--- src/rtl/l2_arb_pkg.sv ---
// Shared types and constants for the L2 port arbiter.
//   l2_arb_state_t : arbiter FSM state (idle, or serving one requester)
//   l2_req_id_t    : requester identity (I-cache, D-cache, prefetcher)
//   LineW          : default cache line width in bits
package l2_arb_pkg;

   localparam int unsigned LineW = 256;

   typedef enum logic [1:0] {
      StIdle,
      StServeI,
      StServeD,
      StServeP
   } l2_arb_state_t;

   typedef enum logic [1:0] {
      ReqI,
      ReqD,
      ReqP
   } l2_req_id_t;

endpackage

--- src/rtl/l2_port_arbiter.sv ---
// Shares the single L2 read/write port between the I-cache miss path, the D-cache
// miss/writeback path and the stride prefetcher. One transaction is outstanding at a
// time; the request is latched on grant and held on the L2 port until l2_resp.
//
// Ports:
//   clk, rst                         clock, synchronous active-high reset
//   i_read/i_addr -> i_rdata/i_resp  I-cache line read and its completion
//   d_read/d_write/d_addr/d_wdata    D-cache line read or writeback
//     -> d_rdata/d_resp
//   pf_read/pf_addr -> pf_resp       speculative prefetch read and its completion
//   l2_read/l2_write/l2_addr/l2_wdata  request to the L2 cache
//   l2_rdata/l2_resp                 L2 read data and completion pulse
//
// Build option: define L2_ARB_STARVE_GUARD_EN to promote the prefetcher after
// STARVE_LIMIT consecutive denials. Without it, P only wins when I and D are idle.
module l2_port_arbiter
   import l2_arb_pkg::*;
#(
   parameter int unsigned STARVE_LIMIT = 8,
   parameter int unsigned LINE_W       = LineW
) (
   input  logic              clk,
   input  logic              rst,
   input  logic              i_read,
   input  logic [31:0]       i_addr,
   output logic [LINE_W-1:0] i_rdata,
   output logic              i_resp,
   input  logic              d_read,
   input  logic              d_write,
   input  logic [31:0]       d_addr,
   input  logic [LINE_W-1:0] d_wdata,
   output logic [LINE_W-1:0] d_rdata,
   output logic              d_resp,
   input  logic              pf_read,
   input  logic [31:0]       pf_addr,
   output logic              pf_resp,
   output logic              l2_read,
   output logic              l2_write,
   output logic [31:0]       l2_addr,
   output logic [LINE_W-1:0] l2_wdata,
   input  logic [LINE_W-1:0] l2_rdata,
   input  logic              l2_resp
);

   l2_arb_state_t     state_q, state_d;
   l2_req_id_t        rr_last_q, rr_last_d;
   logic [31:0]       addr_q, addr_d;
   logic [LINE_W-1:0] wdata_q, wdata_d;
   logic              write_q, write_d;

   logic       d_req;
   logic       grant_vld;
   l2_req_id_t grant_id;
   logic       starve_hit;
   logic       busy;

   assign d_req = d_read | d_write;

`ifdef L2_ARB_STARVE_GUARD_EN
   localparam int unsigned CntW = (STARVE_LIMIT < 1) ? 1 : $clog2(STARVE_LIMIT + 1);

   logic [CntW-1:0] starve_cnt_q, starve_cnt_d;

   assign starve_hit = pf_read && (starve_cnt_q == CntW'(STARVE_LIMIT));

   // Counts consecutive idle-cycle arbitrations the waiting prefetch lost; saturates.
   always_comb begin
      starve_cnt_d = starve_cnt_q;
      if (!pf_read) begin
         starve_cnt_d = '0;
      end else if (state_q == StIdle && grant_vld) begin
         if (grant_id == ReqP) begin
            starve_cnt_d = '0;
         end else if (starve_cnt_q != CntW'(STARVE_LIMIT)) begin
            starve_cnt_d = starve_cnt_q + 1'b1;
         end
      end
   end

   always_ff @(posedge clk) begin
      if (rst) begin
         starve_cnt_q <= '0;
      end else begin
         starve_cnt_q <= starve_cnt_d;
      end
   end
`else
   assign starve_hit = 1'b0;
`endif

   // Arbitration; only acted on in StIdle.
   always_comb begin
      grant_vld = 1'b0;
      grant_id  = ReqI;
      if (starve_hit) begin
         grant_vld = 1'b1;
         grant_id  = ReqP;
      end else if (i_read && d_req) begin
         grant_vld = 1'b1;
         grant_id  = (rr_last_q == ReqI) ? ReqD : ReqI;
      end else if (i_read) begin
         grant_vld = 1'b1;
         grant_id  = ReqI;
      end else if (d_req) begin
         grant_vld = 1'b1;
         grant_id  = ReqD;
      end else if (pf_read) begin
         grant_vld = 1'b1;
         grant_id  = ReqP;
      end
   end

   always_comb begin
      state_d   = state_q;
      rr_last_d = rr_last_q;
      addr_d    = addr_q;
      wdata_d   = wdata_q;
      write_d   = write_q;
      unique case (state_q)
         StIdle: begin
            if (grant_vld) begin
               unique case (grant_id)
                  ReqI: begin
                     state_d   = StServeI;
                     rr_last_d = ReqI;
                     addr_d    = i_addr;
                     wdata_d   = '0;
                     write_d   = 1'b0;
                  end
                  ReqD: begin
                     state_d   = StServeD;
                     rr_last_d = ReqD;
                     addr_d    = d_addr;
                     wdata_d   = d_wdata;
                     // Read and write together resolve to a single writeback.
                     write_d   = d_write;
                  end
                  default: begin
                     state_d = StServeP;
                     addr_d  = pf_addr;
                     wdata_d = '0;
                     write_d = 1'b0;
                  end
               endcase
            end
         end
         default: begin
            if (l2_resp) begin
               state_d = StIdle;
            end
         end
      endcase
   end

   always_ff @(posedge clk) begin
      if (rst) begin
         state_q   <= StIdle;
         rr_last_q <= ReqI;
         addr_q    <= '0;
         wdata_q   <= '0;
         write_q   <= 1'b0;
      end else begin
         state_q   <= state_d;
         rr_last_q <= rr_last_d;
         addr_q    <= addr_d;
         wdata_q   <= wdata_d;
         write_q   <= write_d;
      end
   end

   assign busy     = (state_q != StIdle);
   assign l2_read  = busy & ~write_q;
   assign l2_write = busy & write_q;
   assign l2_addr  = busy ? addr_q : '0;
   assign l2_wdata = busy ? wdata_q : '0;

   // Responses reach only the requester owning the port; l2_resp in idle is dropped.
   assign i_resp  = (state_q == StServeI) & l2_resp;
   assign d_resp  = (state_q == StServeD) & l2_resp;
   assign pf_resp = (state_q == StServeP) & l2_resp;

   assign i_rdata = l2_rdata;
   assign d_rdata = l2_rdata;

endmodule

--- config.mk ---
export PLATFORM = sky130hd
export DESIGN_NAME = l2_port_arbiter
export DESIGN_NICKNAME = d
export VERILOG_FILES = /design/src/rtl/l2_arb_pkg.sv /design/src/rtl/l2_port_arbiter.sv
export SDC_FILE = /design/constraint.sdc
export NUM_CORES = 1
export LEC_CHECK = 0
export ABC_AREA = 0
export CAP_MARGIN = 10
export CELL_PAD_IN_SITES_DETAIL_PLACEMENT = 1
export CELL_PAD_IN_SITES_GLOBAL_PLACEMENT = 2
export CORE_AREA = 5 5 545 547
export DETAILED_ROUTE_END_ITERATION = 8
export DIE_AREA = 0 0 550 552
export GPL_TIMING_DRIVEN = 0
export PLACE_DENSITY_LB_ADDON = 0.15
export SLEW_MARGIN = 15
export SYNTH_ARGS = -nofsm -noshare
export SYNTH_HDL_FRONTEND = slang
export SYNTH_SLANG_ARGS = --single-unit
--- constraint.sdc ---
create_clock -name clk -period 1.8 [get_ports clk]
set_input_delay 0.36 -clock clk [delete_from_list [all_inputs] [get_ports clk]]
set_output_delay 0.36 -clock clk [all_outputs]
set_load 0.01 [all_outputs]
Word-level counts from Yosys, hierarchy flattened. Cells that the tools add are included.

Equal/unequal tests: 5. Multiplexer cells: 19. Bitwise logic cells: 7. Reductions and logical operators: 10.

Operators with widths (count): $mux 256 (2); $pmux 32 s2 (1); $mux 32 (1); $mux 2 (7); $pmux 2 s2 (2); $logic_not 2->1 (3); $mux 1 (6); $reduce_bool 2->1 (3); $and 1x1->1 (5); $eq 2x1->1 const B (2); $eq 2x2->1 const B (2); $reduce_and 2->1 (2); $reduce_and 3->1 (1); $ne 2x2->1 const B (1); $logic_and 1x1->1 (1); $not 1->1 (1); $or 1x1->1 (1).

Logic and storage cells: 46. Flip-flop bits (word level): 293. Bits of input ports: 615. Output and inout bits: 805.

Depth between registers and ports, before layout. Gate-level depths: netlist of run 1.

Depth in word-level cells: 8. Gate-level depth with buffers: 7. Depth with buffers taken out: 3.

Worst setup path after synthesis of run 1. OpenSTA, ideal clock, no wires.

Kind: reg-to-output. Start: reg state_q[1]. End: out l2_wdata[100]. Stages on the path, launching flop included: 8. Arrival time: 1.414 ns. Required time: 1.440 ns. Path slack: 0.026 ns. Path buffers: 5. Cell sequence: dfxtp_1 -> or2_1 -> buf_6 -> buf_6 -> buf_6 -> buf_2 -> clkbuf_1 -> and2_1.

Word-level cells in the longest chain between the ends: 2.

Ends and longest elaborated chain: from (decl) (RTL line l2_port_arbiter.sv:45) `l2_arb_state_t state_q, state_d;`; from (signal assigned) (RTL line l2_port_arbiter.sv:157) `state_q <= StIdle;`; from (signal assigned) (RTL line l2_port_arbiter.sv:163) `state_q <= state_d;`; $reduce_bool 2->1 (RTL line l2_port_arbiter.sv:171) `assign busy = (state_q != StIdle);`; $mux 256 (RTL line l2_port_arbiter.sv:175) `assign l2_wdata = busy ? wdata_q : '0;`; to (decl) (RTL line l2_port_arbiter.sv:40) `output logic [LINE_W-1:0] l2_wdata,`.

Every way passes these cells.

Final worst setup path of run 1.
Start: reg state_q[0]. End: out l2_wdata[97].

The elaborated chain is that of the path after synthesis.

==> summary.txt, run 1 <==
Outcome
  – Status: finished with violations
  – Failing checks: negative setup slack

Synthesis
  – Cell variety after synth: 33
  – Register area share after synthesis: between 30% and 40%
  – Syn Nets: 2879
  – Register bit total from synthesis: a little under 300
  – Syn. warnings: 0
  – Synth area leader: dfxtp_1
  – Avg Cell Area, Syn: around 7.9 sq um
  – Mapped Area: around 0.018 sq mm
  – Cells after Synth: roughly 2300
  – Area contributors post-synth: dfxtp_1 (33%), buf_4 (22%), and2_1 (10%)
  – Synth top area share: between 30% and 40%

STA
  – F_max: around 350 MHz
  – Final WS setup: -1.04 ns
  – Final setup vio count: approximately 570
  – Final Skew: 0.0218 ns
  – Slew Limit Fails: 0
  – Unrepaired setup endpoints after global routing: true
  – Final period util: 158%
  – Minimum clock period after layout: ~2.8 ns
  – Rel. slew slack: approximately 38%
  – Least-Margin Pin Slew: around 0.94 ns
  – Fin. Hold Viols: 0

Die
  – Rows: 199
  – Number of I/O pins: 1420
  – Initial Util: about 6.1%
  – Die area: between 0.3 and 0.4 sq mm
  – Die H: around 550 um
  – Die X: about 550 um
  – Core ar.: slightly below 0.3 sq mm

Global routing
  – Largest net degree at the start of global routing: 14
  – Global-route wire length before repair: between 200 and 250 mm
  – Initial antenna violation count: 69
  – Vias in the first global route: 23631
  – GRT Resource Usage Total: between 10% and 20%
  – Gr ovfl total: 0

Placed design
  – Routability cong.: 0.727
  – Dpl cells: about 7300
  – Pre-CTS WS: -2.25 ns
  – Post-DP HPWL: about 150 mm
  – PortBufs: 1161
  – Placed Area: approximately 0.034 sq mm

Clocking
  – H-tree levels: 2
  – Clk root buf: clkbuf_16
  – CTS tree: done
  – Clock net sink count: just under 300
  – Worst skew pair latency: slightly below 0.7 ns
  – TritonCTS buffer count: 52
  – Register clock-pin slew on the reported worst setup and hold paths: ~0.05 ns
  – Max clock buf depth: 3

Power
  – P_int: between 0.015 and 0.02 W
  – Comb pwr share: around two fifths
  – Max VDD drop: around 700 uV
  – Sequential share of power: around 25%
  – Clock power share: around 36%
  – Switch share: around a third
  – NetSw: ~0.010 W
  – Total power: 0.0296 W
  – Pwr Density: 769 mW/mm^2
  – Pleak: around 15 nW

Critical path
  – Required time of the critical path: between 1 and 1.5 ns
  – WP buf/inv: 5
  – Setup Crit Path Kind: flop to primary output
  – Crit path DAT: 2.48 ns
  – CP max stage cell: dfxtp_4
  – Crit path max fanout: 10
  – CP most frequent cell: buf_16
  – Endpoint class of the critical path: primary output
  – Family with the most delay on the worst path: buffers and inverters
  – CP max stage delay: roughly 0.35 ns
  – Worst setup SP type: flop
  – Crit-path cells: or2_4, buf_16, buf_16, buf_12, clkbuf_8, and2_1, dlygate4sd2_1

Route
  – Vias after detailed routing: between 20000 and 25000
  – DRC: 0
  – DR pass1 iterations: 5
  – Antenna viol nets, final: 0
  – Routed WL: between 150 and 200 mm
  – Drt via density: approximately 2.9
  – Wire length per cell: approximately 25 um
  – Iteration-0 DRC Markers: about 800

Final layout
  – Final instance area: approximately 0.038 sq mm
  – Post-Layout Cell Count: about 7500
  – P&R area growth vs syn: 115%
  – # nets final: roughly 4200
  – Final core utilization: 13.2%
  – Fraction of layout cells with a size suffix above 1: between 30% and 40%

Worst hold path
  – Hold Path Class: primary input to flop

Job
  – Max-capacitance violation count: 0
==> power groups by stage <==
stage,logic (W),registers [W],clock network (W)
2_1_floorplan,0.00397,0.00745,0
3_3_place_gp,0.00961,0.00763,0
3_5_place_dp,0.00958,0.00763,0
4_1_cts,0.0103,0.00751,0.0113
5_1_grt,0.0124,0.00760,0.0114
6_report,0.0115,0.00752,0.0105
==> logic make-up after synthesis <==
logic type | synth area share, %
AOI/OAI and AO/OA | 18.7
buffers and inverters | 27.3
and+or+nand+nor | 21.3
DFF | 32.7
==> stage by stage <==
stage | TNS (ns) | hold slack, ns
floorplan | 0 | 0.445
global placement | -1157.56 | 0.453
detailed placement | -1015.13 | 0.465
CTS | -523.98 | 0.0332
global route | -412.52 | 0.0744
finish | -325.72 | 0.147
==> sequential cells by signal, summed over array words and instances, names as in the netlist <==
register   count
addr_q        32
state_q        2
wdata_q      256
rr_last_q      1
write_q        1
==> final timing paths <==
| path | slack (ns) | end | cells after the start | startpoint |
|---|---|---|---|---|
| worst max-delay path | -1.04 | l2_wdata[97] | 7 | state_q[0]$_SDFFE_PP0P_ |
| worst min-delay path | 0.15 | write_q$_SDFFE_PP0P_ | 3 | d_write |
| worst max register to register | -0.57 | wdata_q[237]$_SDFFE_PP0P_ | 8 | state_q[0]$_SDFFE_PP0P_ |
| worst min register to register | 0.47 | wdata_q[99]$_SDFFE_PP0P_ | 2 | wdata_q[99]$_SDFFE_PP0P_ |
==> cells in the mapped netlist (all sizes together) <==
cell type,count
a311oi,23
nand4,265
o21bai,1
a2bb2oi,1
clkbuf,146
nand2b,1
nor3,2
nand3,24
nor2,8
a222oi,23
o21ai,266
a21oi,282
inv,1
nor4bb,8
nor4b,1
a32oi,9
dfxtp,292
and2,289
or4,1
a31oi,9
nand2,3
a211o,1
buf,603
nor4,1
or2,2
o32a,1
and4bb,1
==> what timing repair did <==
item,in CTS,in global routing
setup buffers,14,62
gates cloned,8,12
endpoints found under the setup margin,585,585
hold buffers,0,0
gates resized for setup,976,1044
pin swaps,24,113
==> cells in the final DEF, fill, tap and decap left out, types with 8 or more instances in the layout <==
cell type and count:
a21oi_1 275, a222oi_1 23, a311oi_1 21, a31oi_1 9, and2_1 162, and2_4 126
buf_1 15, buf_12 36, buf_2 126, buf_4 562, buf_6 150, buf_8 38
clkbuf_1 93, clkbuf_16 79, clkbuf_2 66, clkbuf_8 22, clkdlybuf4s50_1 867, dfxtp_1 289
diode_2 18, dlygate4sd2_1 20, nand3_1 24, nand4_1 265, nor4bb_1 8, o21ai_0 240
o21ai_1 26
==> layout make-up <==
type                            instances  area, sq um
Clock buffer                           85         1640
Antenna cell                           18         45.0
Fill cell                           34420       254000
Clock inverter                          7         80.1
Buffer                                745         5680
Tap cell                             3919         4900
Multi-Input combinational cell       1222         7610
Inverter                                1         3.75
Sequential cell                       292         5850
Timing Repair Buffer                 1260        12700
==> worst min-delay path, cell delays in order <==
cell     delay (ns)
buf_2          0.22
nand3_1        0.11
a21oi_1        0.06
==> layer usage <==
metal / wire (um) / vias up / track usage, %
met4: 3090 / 50 / 1.69
met5: 344 / - / 0
met2: 87100 / 1021 / 19.5
li1: - / 10176 / -
met3: 21300 / 198 / 5.92
met1: 74200 / 10518 / 13.0
(Power assumes the default switching activity.)
==> inputs of run 2 (changes only) <==
--- a/config.mk
+++ b/config.mk
@@ -10,6 +10,7 @@
 export CELL_PAD_IN_SITES_DETAIL_PLACEMENT = 1
 export CELL_PAD_IN_SITES_GLOBAL_PLACEMENT = 2
 export CORE_AREA = 5 5 545 547
+export CTS_BUF_LIST = sky130_fd_sc_hd__clkbuf_8
 export DETAILED_ROUTE_END_ITERATION = 8
 export DIE_AREA = 0 0 550 552
 export GPL_TIMING_DRIVEN = 0
==> run 2 against run 1 <==
The run still ends with negative setup slack left. Utilization increased by 0.053 points. First-iteration DRC count increased by 2.5%. Sequential power about the same. Via count increased by 1.1%. Clock power decreased by 18%. Critical path depth unchanged. Routed wire length increased by 0.47%. Flip-flop and latch count unchanged. Total power decreased by 6.0%. Cell area increased by 0.40%. Global-route usage about the same. Highest routed layer unchanged.
==> summary.txt, run 2 (synthesized netlist as in run 1, its figures left out) <==
Clocking
  – Clk root buf: clkbuf_8
  – CTS tree: done
  – H-tree levels: 3
  – TritonCTS buffer count: just under 80
  – Register clock-pin slew on the reported worst setup and hold paths: roughly 0.06 ns
  – Max clock buf depth: 3
  – Clock net sink count: approximately 290
  – Worst skew pair latency: around 0.75 ns

STA
  – Final WS setup: -1.12 ns
  – Minimum clock period after layout: 2.92 ns
  – Unrepaired setup endpoints after global routing: true
  – Slew Limit Fails: 0
  – Final period util: 162%
  – Fin. Hold Viols: 0
  – Final setup vio count: 515
  – Final Skew: between 0.04 and 0.05 ns
  – F_max: approximately 340 MHz
  – Rel. slew slack: 37.6%
  – Least-Margin Pin Slew: just over 0.9 ns

Die
  – Die H: 552 um
  – Core ar.: a little under 0.3 sq mm
  – Die X: roughly 550 um
  – Initial Util: under 10%
  – Die area: 0.304 sq mm
  – Rows: between 150 and 200
  – Number of I/O pins: approximately 1400

Power
  – Pleak: around 15 nW
  – Sequential share of power: around 27%
  – Pwr Density: 720 mW/mm^2
  – Clock power share: ~31%
  – P_int: approximately 0.017 W
  – Comb pwr share: a little over two fifths
  – Switch share: 37.4%
  – Max VDD drop: 429 uV
  – NetSw: between 0.01 and 0.015 W

Placed design
  – Pre-CTS WS: -2.25 ns
  – Dpl cells: between 7000 and 8000
  – Routability cong.: roughly 0.73
  – PortBufs: about 1200
  – Post-DP HPWL: 153 mm

Worst hold path
  – Hold Startpoint: d_wdata[130]
  – Hold Path Class: primary input to flop

Final layout
  – Seq. cell area: ~0.0059 sq mm
  – P&R area growth vs syn: 116%
  – Most flop-heavy register: wdata_q
  – Most frequent cells in the layout: clkdlybuf4s50_1 (867), buf_4 (561), dfxtp_1 (289)
  – Largest registers: wdata_q x256, addr_q x32, state_q x2
  – # nets final: 4242
  – Fraction of layout cells with a size suffix above 1: around 36%
  – Number of fillers in the final layout: 34441
  – Max reg flops: 256
  – Post-Layout Cell Count: 7617
  – Commonest non-fill, non-tap cell in the layout: clkdlybuf4s50_1
  – Area occupied by multi-input gates: roughly 0.0076 sq mm

Outcome
  – Failing checks: negative setup slack
  – Status: finished with violations

Critical path
  – Reg-to-reg startpoint: state_q[0]$_SDFFE_PP0P_
  – Crit path max fanout: 10
  – Required time of the critical path: 1.44 ns
  – Worst setup SP type: flop
  – Crit path DAT: between 2 and 3 ns
  – Setup Crit Path Kind: flop to primary output
  – CP startpoint: state_q[0]$_SDFFE_PP0P_
  – Endpoint class of the critical path: primary output

Route
  – Drt via density: between 2 and 3
  – Highest routed layer: met5
  – DRC: 0
  – Met2 routed WL: just under 90 mm
  – WL met1: between 70 and 80 mm
  – Wire length per cell: between 20 and 25 um
  – Routed WL: between 150 and 200 mm
  – Met3 WL post-DR: 21.9 mm
  – Vias after detailed routing: approximately 22000
  – Antenna viol nets, final: 0
  – DR pass1 iterations: 6
  – Iteration-0 DRC Markers: slightly above 800

Global routing
  – Initial antenna violation count: 68
  – Gr ovfl total: 0
  – Largest net degree at the start of global routing: 12
  – GRT Resource Usage Total: around 11%
  – Global-route wire length before repair: 237 mm
  – Vias in the first global route: about 24000

Job
  – Max-capacitance violation count: 0
==> run 2: cell types whose count changed in the layout (fill, tap and decap cells not counted), sizes merged <==
cell | previous run | this run
clkbuf | 267 | 264
clkinv | 4 | 9
dlygate4sd2 | 20 | 19
inv | 1 | 41
buf | 934 | 940
dlygate4sd3 | 0 | 24
bufinv | 1 | 0
clkinvlp | 2 | 0
==> run 2: through the flow <==
step	instance area, sq um	utilization [%]	TNS (ns)	total power [W]	hold WS (ns)
final	38600	13.2	-321.50	0.0278	0.194
after global routing	38600	13.2	-397.44	0.0298	0.0474
after CTS	36700	12.6	-657.67	0.0273	0.000796
after detailed placement	34500	11.8	-1015.13	0.0172	0.465
after global placement	34400	11.8	-1157.56	0.0172	0.453
after floorplan	17900	-	0	0.0114	0.445
==> run 2: final timing paths <==
kind,end,slack (ns),cells past startpoint
worst max-delay path,l2_wdata[97],-1.12,7
worst max register to register,wdata_q[38]$_SDFFE_PP0P_,-0.52,12
worst min-delay path,wdata_q[130]$_SDFFE_PP0P_,0.19,3
worst min register to register,wdata_q[99]$_SDFFE_PP0P_,0.47,2
==> run 2: timing repair <==
action,CTS,global route
setup buffers,14,63
hold buffers,24,0
gates cloned,8,13
hold endpoints to repair,24,0
gates resized for setup,989,1241
pin swaps,23,93
endpoints found under the setup margin,585,585
==> run 2: metal layers <==
metal | up-vias | track usage, %
met5 | - | 0
met4 | 48 | 1.60
met3 | 212 | 6.20
met2 | 1032 | 19.5
met1 | 10631 | 12.9
li1 | 10272 | -
==> run 2: worst max-delay path: stages (launching register included) <==
cell and delay [ns]:
dfxtp_4 0.36, or2_4 0.29, buf_16 0.15, buf_16 0.17, buf_12 0.17, clkbuf_8 0.18
and2_1 0.18, dlygate4sd2_1 0.29
==> run 2: final cells by class <==
type	count	area share [%]
repair buffers	1285	33.8
flip-flops and latches	292	15.2
clock inverters	49	0.577
multi-input cells	1222	19.7
inverters	1	0.00972
well taps	3919	12.7
clock buffers	85	3.03
plain buffers	746	14.9
diodes	18	0.117
==> run 2: power groups by stage <==
stage	Combinational, W	Sequential, W	Clock [W]
after floorplan	0.00397	0.00745	0
after global placement	0.00961	0.00763	0
after detailed placement	0.00958	0.00763	0
after CTS	0.0104	0.00751	0.00944
after global routing	0.0126	0.00761	0.00952
final	0.0117	0.00752	0.00859
==> inputs of run 3 (changes only) <==
--- a/config.mk
+++ b/config.mk
@@ -13,6 +13,7 @@
 export CTS_BUF_LIST = sky130_fd_sc_hd__clkbuf_8
 export DETAILED_ROUTE_END_ITERATION = 8
 export DIE_AREA = 0 0 550 552
+export GPL_ROUTABILITY_DRIVEN = 1
 export GPL_TIMING_DRIVEN = 0
 export PLACE_DENSITY_LB_ADDON = 0.15
 export SLEW_MARGIN = 15
==> results of run 3 <==
Final layout, timing and power as in run 2 (identical DEF).
